**src/rtl/fetch_pkg.sv**
```systemverilog
// Shared types and constants for the instruction-fetch sequencer and its next-PC mux.
// Pure declarations: no latency, no backpressure.
package fetch_pkg;

    typedef enum logic [1:0] {
        S_REQ,
        S_DRAIN,
        S_HALT
    } fetch_state_t;

    typedef enum logic [1:0] {
        NEXT_SEQ,
        NEXT_BR,
        NEXT_J,
        NEXT_JR
    } next_sel_t;

    localparam logic [31:0] DEFAULT_RESET_PC  = 32'h0000_0000;
    localparam logic [31:0] DEFAULT_HALT_WORD = 32'h0000_000C;

endpackage

```
**src/rtl/fetch_next_pc.sv**
```systemverilog
// Priority mux for the redirect target: jr > j > branch > sequential.
// Purely combinational, zero latency; no backpressure.
module fetch_next_pc
    import fetch_pkg::*;
(
    input  logic        jump_register,
    input  logic        jump,
    input  logic        pc_src,
    input  logic [31:0] rs_data,
    input  logic [31:0] inst,
    input  logic [31:0] pc4,
    input  logic [31:0] baddr,
    output logic [31:0] target,
    output logic        redirect_taken
);

    next_sel_t sel;
    logic      unused_bits;

    // Opcode bits and the low register bits never contribute to a target.
    assign unused_bits = ^{inst[31:26], rs_data[1:0]};

    always_comb begin
        sel = NEXT_SEQ;
        if (jump_register) begin
            sel = NEXT_JR;
        end else if (jump) begin
            sel = NEXT_J;
        end else if (pc_src) begin
            sel = NEXT_BR;
        end
    end

    always_comb begin
        target         = pc4;
        redirect_taken = 1'b1;
        case (sel)
            NEXT_JR: target = {rs_data[31:2], 2'b00};
            NEXT_J:  target = {pc4[31:28], inst[25:0], 2'b00};
            NEXT_BR: target = baddr;
            default: redirect_taken = 1'b0;
        endcase
    end

endmodule

```
**src/rtl/fetch_sequencer.sv**
```systemverilog
// IF-stage sequencer: owns the PC, one outstanding imem fetch, redirects, drain and halt.
// Latency: zero-wait ack delivers inst on the next edge; stall holds IF/ID and blocks new requests.
// Optional FETCH_PERF_CNT_EN adds stall_cycles / flush_count counters that freeze once halted.
module fetch_sequencer
    import fetch_pkg::*;
#(
    parameter logic [31:0] RESET_PC  = DEFAULT_RESET_PC,
    parameter logic [31:0] HALT_WORD = DEFAULT_HALT_WORD
) (
    input  logic        clk,
    input  logic        rst,
    output logic        imem_req,
    output logic [31:0] imem_addr,
    input  logic        imem_ack,
    input  logic [31:0] imem_rdata,
    input  logic        stall,
    input  logic        pc_src,
    input  logic [31:0] baddr,
    input  logic        jump,
    input  logic        jump_register,
    input  logic [31:0] rs_data,
    output logic [31:0] inst,
    output logic        inst_valid,
    output logic [31:0] pc4,
    output logic        halted
`ifdef FETCH_PERF_CNT_EN
    ,
    output logic [31:0] stall_cycles,
    output logic [31:0] flush_count
`endif
);

    fetch_state_t state, state_nxt;
    logic [31:0]  pc;
    logic [31:0]  held_addr;
    logic [31:0]  target;
    logic         in_flight;
    logic         redirect_taken;
    logic         consume;
    logic         redirect;
    logic         accept;

    fetch_next_pc u_next_pc (
        .jump_register (jump_register),
        .jump          (jump),
        .pc_src        (pc_src),
        .rs_data       (rs_data),
        .inst          (inst),
        .pc4           (pc4),
        .baddr         (baddr),
        .target        (target),
        .redirect_taken(redirect_taken)
    );

    assign consume  = inst_valid && !stall;
    assign redirect = consume && redirect_taken;

    always_comb begin
        imem_req  = 1'b0;
        imem_addr = in_flight ? held_addr : pc;
        accept    = 1'b0;
        state_nxt = state;
        case (state)
            S_REQ: begin
                // A request already out must stay up; a new one waits for a free or draining slot.
                imem_req = !rst && (in_flight || !inst_valid || !stall);
                accept   = imem_req && imem_ack && !redirect;
                if (redirect && imem_req && !imem_ack) begin
                    state_nxt = S_DRAIN;
                end else if (accept && imem_rdata == HALT_WORD) begin
                    state_nxt = S_HALT;
                end
            end
            S_DRAIN: begin
                imem_req = !rst;
                if (imem_ack) begin
                    state_nxt = S_REQ;
                end
            end
            default: ;
        endcase
    end

    always_ff @(posedge clk or posedge rst) begin
        if (rst) begin
            state      <= S_REQ;
            pc         <= RESET_PC;
            in_flight  <= 1'b0;
            held_addr  <= '0;
            inst       <= '0;
            inst_valid <= 1'b0;
            pc4        <= '0;
            halted     <= 1'b0;
        end else begin
            state <= state_nxt;

            if (imem_req && !imem_ack) begin
                in_flight <= 1'b1;
                held_addr <= imem_addr;
            end else if (imem_ack) begin
                in_flight <= 1'b0;
            end

            if (redirect) begin
                pc <= target;
            end else if (accept) begin
                pc <= pc + 32'd4;
            end

            if (accept) begin
                inst       <= imem_rdata;
                pc4        <= pc + 32'd4;
                inst_valid <= 1'b1;
                if (imem_rdata == HALT_WORD) begin
                    halted <= 1'b1;
                end
            end else if (consume) begin
                inst_valid <= 1'b0;
            end
        end
    end

`ifdef FETCH_PERF_CNT_EN
    always_ff @(posedge clk or posedge rst) begin
        if (rst) begin
            stall_cycles <= '0;
            flush_count  <= '0;
        end else if (state != S_HALT) begin
            if (stall && inst_valid) begin
                stall_cycles <= stall_cycles + 32'd1;
            end
            if (redirect) begin
                flush_count <= flush_count + 32'd1;
            end
        end
    end
`endif

endmodule

```
**config.mk**
```make
export PLATFORM = sky130hd
export DESIGN_NAME = fetch_sequencer
export DESIGN_NICKNAME = d
export VERILOG_FILES = /design/src/rtl/fetch_pkg.sv /design/src/rtl/fetch_next_pc.sv /design/src/rtl/fetch_sequencer.sv
export SDC_FILE = /design/constraint.sdc
export NUM_CORES = 1
export LEC_CHECK = 0
export ABC_AREA = 1
export BUFFER_PORTS_ARGS = -buffer_cell sky130_fd_sc_hd__buf_2
export CAP_MARGIN = 15
export CORE_MARGIN = 3
export CORE_UTILIZATION = 45
export CTS_BUF_LIST = sky130_fd_sc_hd__clkbuf_8
export CTS_CLUSTER_DIAMETER = 60
export CTS_CLUSTER_SIZE = 30
export DETAILED_ROUTE_END_ITERATION = 6
export GPL_ROUTABILITY_DRIVEN = 0
export PLACE_DENSITY = 0.73
export SYNTH_ARGS = -nofsm -noshare
export SYNTH_HDL_FRONTEND = slang
export SYNTH_HIERARCHICAL = 1
export SYNTH_SLANG_ARGS = --single-unit
```
**constraint.sdc**
```tcl
create_clock -name clk -period 4.9 [get_ports clk]
set_input_delay 1.225 -clock clk [delete_from_list [all_inputs] [get_ports clk]]
set_output_delay 1.225 -clock clk [all_outputs]
set_load 0.05 [all_outputs]
```
==> Implementation_results.wiki <==
{| class="wikitable"
! Metric !! Value
|-
| Outcome || complete, no violations
|-
| Final slew viol count || 0
|-
| Crit path required time || 3.67 ns
|-
| Fin area || 9191 sq um
|-
| Post-detailed-route count of antenna-violating nets || 0
|-
| Min Clock Period, post-route || 3.324 ns
|-
| Start point of the critical path || in_flight
|-
| Routed len/inst || 15.13 um
|-
| Path type of the worst setup path || reg2out
|-
| Met3 WL || 1.713 mm
|-
| CP Data Arrival Time || 2.10 ns
|-
| Worst-Skew Late Latency || 0.45 ns
|-
| Final worst-path setup slack || 1.576 ns
|-
| Capture point of the critical path || imem_addr[25]
|-
| Number of I/O port buffers || 199
|-
| Number of antenna violations at the first check in global routing || 0
|-
| Initial core utilization || 0.4607
|-
| Final design utilization || 0.5523
|-
| Max clock buf depth || 2
|-
| Synth Register Bits || 133
|-
| Distinct cell type count of the synthesized netlist || 28
|-
| CTS sink cnt || 133
|-
| Share of synthesized cell area in full adder, half adder and majority cells || 0.001632
|-
| Drc violations || 0
|-
| Routed via count divided by cell count || 4.993
|-
| Count of warnings emitted by yosys || 6
|-
| Total area of sequential cells || 3328 sq um
|-
| DP HPWL || 17.69 mm
|-
| Maximum clock frequency || 300.8 MHz
|-
| Root buf cell || sky130_fd_sc_hd__clkbuf_8
|-
| Synthesized-area fraction occupied by ao, oa, aoi and oai cells || 0.04798
|-
| Total vias in the final route || 7704
|-
| Final std cells w/o fill || 1543
|-
| Worst stage delay on the critical path || 0.69 ns
|-
| Register area share after synthesis || 0.4341
|-
| Ports || 202
|-
| Post-Syn Instances || 1133
|-
| Unrepaired setup endpoints after global routing || false
|-
| Max-Cap Viols || 0
|-
| Reg-to-reg startpoint || in_flight
|-
| Post-synthesis to final-layout area growth || 19.88%
|-
| Top routing layer in use || met4
|-
| Worst min-delay path class || reg2reg
|-
| Placement row count || 47
|-
| Count of hold buffers inserted by post-cts repair || 0
|-
| Critical-path maximum fanout || 34
|-
| Layout fillers || 1664
|-
| Detailed-routing wirelength on met1 || 10.82 mm
|-
| Number of nets in the layout || 1414
|-
| Reg2reg end || held_addr[19]
|-
| Clock transition at the register clock pins on the worst setup and hold paths after CTS || 0.08 ns
|-
| Mean area per synthesized cell || 6.767 sq um
|-
| Slew at the pin with the worst max-slew slack || 0.9402 ns
|-
| Global route overflow || 0
|-
| Total of cells resized after clock tree synthesis || 0
|-
| Launching element type of the critical path || flip-flop
|-
| Final number of hold-violating endpoints || 0
|-
| Pin count of the biggest net entering global routing || 76
|-
| Clock tree skew after final layout || 0.01583 ns
|-
| Post-place instance area || 8701 sq um
|-
| Sequence of cells on the critical path || buf_4, nand2_1, o21ai_0, buf_2
|-
| Die area || 18640 sq um
|-
| Worst R2R Path Depth || 9
|-
| Multiplexer fraction of the synthesized cell area || 0
|-
| # Post-CTS Setup Buffers || 0
|-
| Slew margin rel. || 0.3732
|-
| Iteration count of the initial detailed-routing pass || 5
|-
| Post-synthesis simple-gate area fraction || 0.4032
|-
| Post-Route Setup TNS || 0 ns
|-
| Leakage Power || 5.293 nW
|-
| GRT Total Usage || 0.2568
|-
| Layout cells sized above 1 || 0.2011
|-
| WL final || 23.35 mm
|-
| Cell at the slowest stage of the critical path || sky130_fd_sc_hd__dfrtp_1
|-
| Net Count, Synth || 1237
|-
| Crit end category || output pin
|-
| Number of buffers added by the clock tree synthesis step || 17
|-
| DIE WIDTH || 136.5 um
|-
| Final clock period utilization by the worst path || 0.6784
|-
| Slack of the worst reg-to-reg path || 2.56 ns
|-
| Pre-CTS setup slack || 1.246 ns
|-
| Cell Pwr Density || 258.9 nW/um^2
|-
| H-tree Lvls || 4
|-
| Sum of met2 wire segment lengths after detailed routing || 10.26 mm
|-
| Synth Area in XOR/XNOR || 0.006854
|-
| Post-synth design cell area || 7667 sq um
|-
| Max VDD drop || 0.0001828 V
|-
| Setup-failing EPs final || 0
|-
| Dominant combinational cell family by area after synthesis || simple AND/OR/NAND/NOR gates
|-
| CTS tree || built
|-
| Core Box Area || 16640 sq um
|-
| Vias in the first global route || 7164
|-
| First-pass GRT wire length || 37.52 mm
|-
| Area used by multi-input combinational logic || 3532 sq um
|-
| Number of DRC violations after detailed-routing iteration 0 || 512
|-
| Antenna fix cells || 0
|-
| Height of the chip || 136.5 um
|-
| Cell count after placement || 1511
|}
[placed cells by master (no fill, tap or decap), drive strengths merged]
cell type / instances
o211ai: 1
clkinv: 4
o21ai: 65
bufinv: 6
nand4: 27
nand2: 535
nor2: 56
dfrtp: 133
and2: 1
nand3: 117
clkinvlp: 3
nor3: 8
clkbuf: 19
buf: 212
inv: 121
a21oi: 7
or2: 1
xor2: 6
ha: 1
[synth_stat cells, drive strengths merged]
master,number,area (sq um)
nand2,535,2016
nand3,117,600.6
nor3,8,40.04
or2,1,6.260
o21ai,65,325.3
and2,1,6.260
clkinv,1,3.750
nor2,56,254.0
nand4,27,168.9
ha,1,12.51
clkbuf,11,41.29
a21oi,7,35.03
xor2,6,52.55
inv,120,452.9
buf,43,316.6
dfrtp,133,3328
o211ai,1,7.510
[registers in the layout, indices dropped and copies added (netlist names)]
name	flops
pc4	32
state	2
inst	32
in_flight	1
held_addr	32
halted	1
inst_valid	1
pc	32
[logic make-up after synthesis]
group,Yosys count
AOI/OAI and AO/OA,73
xor gates and xnor gates,6
adders and majority gates,1
buffers and inverters,175
DFF,133
and+or+nand+nor,745
[layer usage]
metal,up-vias,GRT usage
met1,3530,0.3710
met2,268,0.3853
met3,34,0.05331
li1,3872,-
met5,-,0
met4,0,0.08567
[final cells by class]
class | instances | share of cell area
clock buffers | 19 | 0.02845
clock inverters | 13 | 0.02491
inverters | 121 | 0.04996
multi-input cells | 825 | 0.3843
flip-flops and latches | 133 | 0.3621
well taps | 220 | 0.02995
repair buffers | 212 | 0.1203
[metrics by stage]
| step | hold WS (ns) | total power, mW |
|---|---|---|
| floorplan | 0.4417 | 1.204 |
| global placement | 0.4524 | 1.267 |
| detailed placement | 0.4595 | 1.269 |
| CTS | 0.4779 | 2.390 |
| global route | 0.4998 | 2.457 |
| finish | 0.4758 | 2.380 |
[how the worst min path moves through the flow]
| stage | startpoint | endpoint | slack [ns] | cells past startpoint |
|---|---|---|---|---|
| 5_1_grt | held_addr[21] | held_addr[21] | 0.50 | 2 |
| 3_5_place_dp | held_addr[0] | held_addr[0] | 0.46 | 2 |
| 4_1_cts | held_addr[22] | held_addr[22] | 0.48 | 2 |
| 2_1_floorplan | held_addr[0] | held_addr[0] | 0.44 | 2 |
| 6_report | held_addr[29] | held_addr[29] | 0.48 | 2 |
| 3_3_place_gp | held_addr[9] | held_addr[9] | 0.45 | 2 |
[critical path, delay by kind of cell, from the launching register on]
kind            cells  cell delay [ns]
flops               1             0.69
compound gates      1             0.15
simple gates        1             0.08
buf+inv             2             0.73
[power by group]
group          internal [mW]  switching, mW
combinational         0.0513         0.0941
sequential              1.10       0.000734
clock                  0.683          0.451
Power figures use the tool's default switching activity.
